## src/rtl/matrix_result_writer.sv

```systemverilog
// Responder end of the matrix-op result-write handshake: latches a result header, writes the
// metadata words, then commits the streamed elements row-major into the matrix's storage block.
module matrix_result_writer #(
  parameter int unsigned BLOCK_SIZE = 64,
  parameter int unsigned ADDR_WIDTH = 10,
  parameter int unsigned DATA_WIDTH = 32,
  parameter int unsigned META_WORDS = 4
) (
  input  logic                  clk,
  input  logic                  rst_n,
  output logic                  write_ready,
  input  logic                  write_request,
  input  logic [2:0]            matrix_id,
  input  logic [7:0]            actual_rows,
  input  logic [7:0]            actual_cols,
  input  logic [7:0]            matrix_name [0:7],
  input  logic [DATA_WIDTH-1:0] data_in,
  input  logic                  data_valid,
  output logic                  writer_ready,
  output logic                  write_done,
  output logic                  write_error,
  output logic                  busy,
  output logic                  mem_we,
  output logic [ADDR_WIDTH-1:0] mem_addr,
  output logic [DATA_WIDTH-1:0] mem_wdata
);

  localparam int unsigned Capacity = BLOCK_SIZE - META_WORDS;

  typedef enum logic [2:0] {StIdle, StCheck, StMeta, StData, StDone} state_e;

  function automatic logic [31:0] encode_shape_word(input logic [7:0] rows,
                                                     input logic [7:0] cols);
    return {16'h0000, rows, cols};
  endfunction

  // Returns {rows, cols}.
  function automatic logic [15:0] decode_shape_word(input logic [31:0] word);
    return word[15:0];
  endfunction

  state_e state_q, state_d;

  logic [2:0]            id_q;
  logic [7:0]            rows_q;
  logic [7:0]            cols_q;
  logic [7:0]            name_q [0:7];
  logic                  err_q, err_d;
  logic [15:0]           meta_idx_q, meta_idx_d;
  logic [15:0]           elem_idx_q, elem_idx_d;
  logic                  mem_we_q, mem_we_d;
  logic [ADDR_WIDTH-1:0] mem_addr_q, mem_addr_d;
  logic [DATA_WIDTH-1:0] mem_wdata_q, mem_wdata_d;

  logic                  hdr_load;
  logic                  xfer;
  logic                  reject;
  logic [15:0]           total;
  logic [ADDR_WIDTH-1:0] base_addr;
  logic [31:0]           meta_word;

  assign total     = {8'h00, rows_q} * {8'h00, cols_q};
  assign reject    = (rows_q == 8'd0) || (cols_q == 8'd0) || (32'(total) > Capacity);
  assign base_addr = ADDR_WIDTH'(32'(id_q) * BLOCK_SIZE);
  assign hdr_load  = (state_q == StIdle) && write_request;
  assign xfer      = (state_q == StData) && data_valid;

  always_comb begin
    case (meta_idx_q)
      16'd0:   meta_word = encode_shape_word(rows_q, cols_q);
      16'd1:   meta_word = {name_q[3], name_q[2], name_q[1], name_q[0]};
      16'd2:   meta_word = {name_q[7], name_q[6], name_q[5], name_q[4]};
      default: meta_word = 32'h0000_0000;
    endcase
  end

  // State register
  always_ff @(posedge clk or negedge rst_n) begin
    if (!rst_n) begin
      state_q <= StIdle;
    end else begin
      state_q <= state_d;
    end
  end

  // Next-state logic
  always_comb begin
    state_d = state_q;
    unique case (state_q)
      StIdle:  if (write_request) state_d = StCheck;
      StCheck: state_d = reject ? StDone : StMeta;
      StMeta:  if (meta_idx_q == 16'(META_WORDS - 1)) state_d = StData;
      StData:  if (xfer && (elem_idx_q == total - 16'd1)) state_d = StDone;
      StDone:  state_d = StIdle;
      default: state_d = StIdle;
    endcase
  end

  // Outputs and datapath next values
  always_comb begin
    write_ready  = (state_q == StIdle);
    writer_ready = (state_q == StData);
    busy         = (state_q != StIdle);
    write_done   = (state_q == StDone);
    write_error  = (state_q == StDone) && err_q;

    err_d       = err_q;
    meta_idx_d  = meta_idx_q;
    elem_idx_d  = elem_idx_q;
    mem_we_d    = 1'b0;
    mem_addr_d  = mem_addr_q;
    mem_wdata_d = mem_wdata_q;

    unique case (state_q)
      StIdle: begin
        if (write_request) begin
          err_d      = 1'b0;
          meta_idx_d = 16'd0;
          elem_idx_d = 16'd0;
        end
      end
      StCheck: err_d = reject;
      StMeta: begin
        mem_we_d    = 1'b1;
        mem_addr_d  = base_addr + ADDR_WIDTH'(meta_idx_q);
        mem_wdata_d = DATA_WIDTH'(meta_word);
        meta_idx_d  = meta_idx_q + 16'd1;
      end
      StData: begin
        if (xfer) begin
          mem_we_d    = 1'b1;
          mem_addr_d  = base_addr + ADDR_WIDTH'(META_WORDS) + ADDR_WIDTH'(elem_idx_q);
          mem_wdata_d = data_in;
          elem_idx_d  = elem_idx_q + 16'd1;
        end
      end
      StDone:  ;
      default: ;
    endcase
  end

  always_ff @(posedge clk or negedge rst_n) begin
    if (!rst_n) begin
      id_q        <= '0;
      rows_q      <= '0;
      cols_q      <= '0;
      for (int k = 0; k < 8; k++) name_q[k] <= '0;
      err_q       <= 1'b0;
      meta_idx_q  <= '0;
      elem_idx_q  <= '0;
      mem_we_q    <= 1'b0;
      mem_addr_q  <= '0;
      mem_wdata_q <= '0;
    end else begin
      if (hdr_load) begin
        id_q   <= matrix_id;
        rows_q <= actual_rows;
        cols_q <= actual_cols;
        for (int k = 0; k < 8; k++) name_q[k] <= matrix_name[k];
      end
      err_q       <= err_d;
      meta_idx_q  <= meta_idx_d;
      elem_idx_q  <= elem_idx_d;
      mem_we_q    <= mem_we_d;
      mem_addr_q  <= mem_addr_d;
      mem_wdata_q <= mem_wdata_d;
    end
  end

  assign mem_we    = mem_we_q;
  assign mem_addr  = mem_addr_q;
  assign mem_wdata = mem_wdata_q;

  shape_roundtrip: assert property (@(posedge clk) disable iff (!rst_n)
    decode_shape_word(encode_shape_word(rows_q, cols_q)) == {rows_q, cols_q});

endmodule
```

## config.mk

```make
export PLATFORM = sky130hd
export DESIGN_NAME = matrix_result_writer
export DESIGN_NICKNAME = d
export VERILOG_FILES = /design/src/rtl/matrix_result_writer.sv
export SDC_FILE = /design/constraint.sdc
export NUM_CORES = 1
export LEC_CHECK = 0
export ABC_AREA = 0
export CELL_PAD_IN_SITES_DETAIL_PLACEMENT = 0
export CELL_PAD_IN_SITES_GLOBAL_PLACEMENT = 1
export CORE_ASPECT_RATIO = 1.75
export CORE_MARGIN = 4
export CORE_UTILIZATION = 44
export DETAILED_ROUTE_END_ITERATION = 8
export DONT_BUFFER_PORTS = 1
export HOLD_SLACK_MARGIN = 0.15
export PLACE_DENSITY = 0.83
export SLEW_MARGIN = 20
export SYNTH_ARGS = -nofsm -noshare
export SYNTH_HDL_FRONTEND = slang
export SYNTH_SLANG_ARGS = --single-unit
```

## constraint.sdc

```tcl
create_clock -name clk -period 4.9 [get_ports clk]
set_input_delay 0.245 -clock clk [delete_from_list [all_inputs] [get_ports clk]]
set_output_delay 0.245 -clock clk [all_outputs]
set_load 0.1 [all_outputs]
```

* Word level (Yosys, flattened, before mapping)
Index checks and enable logic that the tools add are counted.
Cells by class: add/subtract/negate cells 6, multiply operators 1, magnitude comparators 1, equal/unequal tests 12, mux-type cells 18, reductions and logical operators 20
Operator list (count):
- $pmux W32 S3 | 1
- $pmux W16 S2 | 2
- $pmux W32 S2 | 1
- $add A16 B1 Y16 const B | 2
- $eq A16 B2 Y1 const B | 2
- $mux W16 | 2
- $mux W32 | 1
- $pmux W10 S2 | 1
- $eq A16 B1 Y1 const B | 1
- $eq A16 B16 Y1 | 1
- $gt A16 B6 Y1 const B | 1
- $logic_not A16 Y1 | 1
- $logic_not A8 Y1 | 2
- $mul A8 B8 Y16 | 1
- $sub A16 B1 Y16 const B | 1
- $mux W3 | 4
- $pmux W3 S4 | 1
- $add A10 B10 Y10 | 1
- $add A9 B10 Y10 | 1
- $add A9 B3 Y10 const B | 1
- $mux W10 | 1
- $reduce_bool A2 Y1 | 4
- $eq A3 B2 Y1 const B | 2
- $ne A2 B1 Y1 const B | 3
- other kinds (11) | 20
Word-level totals: register bits 162, input port bits 119, output and inout bits 48

* Logic depth before layout (Yosys ltp)
word-level depth 6, gate-level depth with buffers 22, depth with buffers taken out 20

* Least setup slack after synthesis
Ideal clock, no wire load.
path type register to register, from register rows_q[0], to register state_q[0], setup time 0.127 ns, arrival 5.070 ns, data required time 4.773 ns, path slack -0.297 ns, cell stages (with the launch flop) 20, clock period less this slack 5.197 ns, cell sequence dfrtp_1 -> clkbuf_1 -> nand2_1 -> fa_1 -> fa_1 -> inv_1 -> fa_1 -> inv_1 -> fa_1 -> inv_1 -> ha_1 -> a21o_2 -> or3_4 -> a211oi_2 -> nor2_1 -> a211o_1 -> a21oi_2 -> o2111ai_2 -> o211ai_1 -> a21oi_1
Between the ends: longest elaborated chain between the ends 6
RTL lines:
- start: declaration | line 45 | logic [7:0] rows_q;
- start signal: assignment | line 157 | rows_q <= actual_rows;
- $mul A8 B8 Y16 | line 62 | assign total = {8'h00, rows_q} * {8'h00, cols_q};
- $sub A16 B1 Y16 | line 93 | StData: if (xfer && (elem_idx_q == total - 16'd1)) state_d = StDone;
- $eq A16 B16 Y1 | line 93
- $logic_and A1 B1 Y1 | line 93
- $ne A2 B1 Y1 (no line)
- $reduce_and A3 Y1 (no line)
- end signal: assignment | line 80 | state_q <= StIdle;
- end signal: assignment | line 82 | state_q <= state_d;
- end: declaration | line 42 | state_e state_q, state_d;
Every way passes these cells. A chain may end at the register's enable or synchronous reset.

* Worst setup path after layout
from register rows_q[3], to register state_q[0]
Same word-level chain as after synthesis.

==> impl_metrics.csv <==
group,metric,value,unit
synthesis,yosysTopAreaCellShare,0.390,
finish,synthToLayoutAreaGrowth,30.7,%
synthesis,syn_inst,1208,
synthesis,yosys_warnings,0,
critical_path,r2r_slack,-250,ps
critical_path,crit_path_cell_trace,"buf_6, nand2_4, fa_1, fa_1, inv_2, fa_1, inv_2, fa_1, inv_2, ha_4, a21o_4, or3_4, a211oi_4, nor2_1, a211o_1, a21oi_2, o2111ai_2, o211ai_1, a21oi_1",
synthesis,ys_types,71,
critical_path,worst_path_max_delay_cell,"fa_1",
worst_hold_path,worstHoldPathCells,3,
critical_path,cpPeakStageDelay,560,ps
outcome,status,"complete, but fails checks",
die,die_h,211,um
global_route,grt_pass1_wl,50200,um
synthesis,synth_common_cells,"332 x nand2_1, 162 x dfrtp_1, 86 x o21ai_0, 68 x inv_1, 66 x clkbuf_1",
clock_network,cts_sinks,162,
timing,slew_headroom,0.270,
die,initial_core_util,0.445,
global_route,antenna_found_initial,1,
die,dieArea,26200,um2
critical_path,cp_max_fo,5,
timing,fmax,194,MHz
clock_network,clock_path_buffers,2,
clock_network,cts_buffers,17,
timing,skew,7.37,ps
synthesis,ys.flop_type,"dfrtp_1",
outcome,violations,"setup timing",
route,viasPerCell,5.45,
finish,final_util,0.581,
synthesis,synthAdderAreaFrac,0.132,
finish,drive_above_1_share,0.168,
timing,finalCritPeriodShare,1.05,
placed_design,gp_congestion,0.892,
timing,slew_viol_final,0,
timing,rsz0062_at_grt,"yes",
die,die_x,124,um
placed_design,port-buffer-count,0,
synthesis,syn-num-nets,1414,
synthesis,synth-simple-area-share,0.238,
critical_path,cp_num_buf_inv,4,
synthesis,ys_seq_elements,162,
critical_path,rr_endpoint,"state_q[0]",
worst_hold_path,min-delay-start,"write_request",
worst_hold_path,hold_class,"input port to flop",
synthesis,yosysSeqAreaShare,0.390,
timing,tightestPinTransition,1090,ps
timing,finalHoldViolations,0,
critical_path,critical_path_class,"flop to flop",
synthesis,ys_top_cells_by_area,"dfrtp_1 39%, nand2_1 12%, fa_1 7.1%",
critical_path,crit_family,"adder cells",
route,drt_iter0_drc,532,
critical_path,crit_arrival,5470,ps
clock_network,clk_latency,440,ps
global_route,grt_max_degree,163,
worst_hold_path,min_to,"state_q[1]",
critical_path,required,5220,ps
route,final_antenna_net_count,0,
timing,finalSetupViolCount,4,
route,drt_first_pass_iters,8,
global_route,grt_pass1_vias,9770,
clock_network,cts_root_buffer,"clkbuf_16",
placed_design,dp_hpwl,21500,um
synthesis,synth_edf_count,0,
synthesis,synth_xor_area_frac,0.0388,
die,core-area,23300,um2
clock_network,h-tree-depth,4,
critical_path,critPathCaptureType,"flop",
clock_network,cts_tree,"done",
critical_path,r2r_cells,19,
route,wirelength,31100,um
clock_network,clk_pin_slew,70,ps
die,io_pins,167,
timing,fin_ws,-246,ps
route,routedWlPerCell,18.3,um
critical_path,critical_path.most_common_cell,"fa_1",
synthesis,synthMuxAreaShare,0.00398,
synthesis,async_flop_share,1.00,
synthesis,syn_avg_cell_area,8.59,um2
critical_path,r2r-start,"rows_q[3]",
synthesis,yosysMostFrequentCell,"nand2_1",
route,route.detailed.drc,0,
die,rows,74,
route,num_vias,9272,
critical_path,startpoint_type,"flop",
synthesis,synth.largest_area_cell,"dfrtp_1",
global_route,track_usage,0.246,
synthesis,synth_top_family_by_area,"simple AND/OR/NAND/NOR gates",
global_route,grt-ovfl-total,0,
timing,min_period,5150,ps
synthesis,synth_compound_area_frac,0.148,
finish,nets,1590,
synthesis,syn_area,10400,um2
job,drv_cap,0,
## through the flow
step	worst slack (ps)	instances	instance area (um2)	TNS [ps]	hold WS [ps]
after floorplan	4.46	1208	10500	0	-50.6
after global placement	-265	1527	11300	-859	-47.0
after detailed placement	-420	1527	11300	-1400	-48.2
after CTS	-238	1684	13300	-688	155
after global routing	-423	1701	13600	-1470	185
final	-246	1701	13600	-672	176
## final cells by class
type / instances / area [um2]
sequential: 162 / 4060
multi-input combinational: 909 / 6220
fill: 2035 / 9770
timing repair buffer: 225 / 2050
tap: 304 / 380
clock inverter: 12 / 158
inverter: 69 / 259
antenna: 1 / 2.50
clock buffer: 19 / 443
## worst min-delay path, cell delays in order
cell and delay, ps:
o221ai_1 160, o21bai_1 110, a21oi_1 60
## state kept, by name, indices dropped and copies added (netlist names), 8 cells and up
| register | count |
|---|---|
| cols_q | 8 |
| elem_idx_q | 16 |
| mem_addr | 10 |
| mem_wdata | 32 |
| meta_idx_q | 16 |
| name_q | 64 |
| rows_q | 8 |
## what timing repair did
item                       4_1_cts  5_1_grt
resized for setup               26       47
setup buffers                    6       17
hold buffers                   120        0
setup endpoints to repair        4        4
gates cloned                     0        0
pin swaps                       13       47
hold endpoints to repair       292        0
## worst max-delay path by stage
| stage | start | endpoint | slack, ps | cells after the start |
|---|---|---|---|---|
| floorplan | cols_q[5] | state_q[0] | 4 | 19 |
| global placement | rows_q[2] | state_q[0] | -260 | 19 |
| detailed placement | cols_q[4] | state_q[0] | -420 | 18 |
| CTS | cols_q[3] | state_q[0] | -240 | 19 |
| global route | cols_q[5] | state_q[0] | -420 | 19 |
| finish | rows_q[3] | state_q[0] | -250 | 19 |
## routing by layer
layer / track usage / share of wire
met2: 0.437 / 0.54
met3: 0.0397 / 0.043
met5: 0 / 0
met1: 0.281 / 0.38
met4: 0.123 / 0.043
## cells in the final DEF (no fill, tap or decap), types with 33 or more instances in the layout
master / n
a21oi_1: 40
nor2_1: 56
dfrtp_1: 159
fa_1: 33
and2_1: 50
nand2_1: 327
ha_1: 40
buf_4: 97
o21ai_0: 84
dlygate4sd3_1: 119
inv_1: 62
## logic make-up after synthesis
group           after synthesis
simple gates                550
buf+inv                     137
compound gates              222
mux                           4
fa+ha+maj                    87
xor+xnor                     46
flops                       162
Power is left out: the tool's default activity adds up to more than one toggle a clock period on the data nets, which glitch-free logic cannot reach.
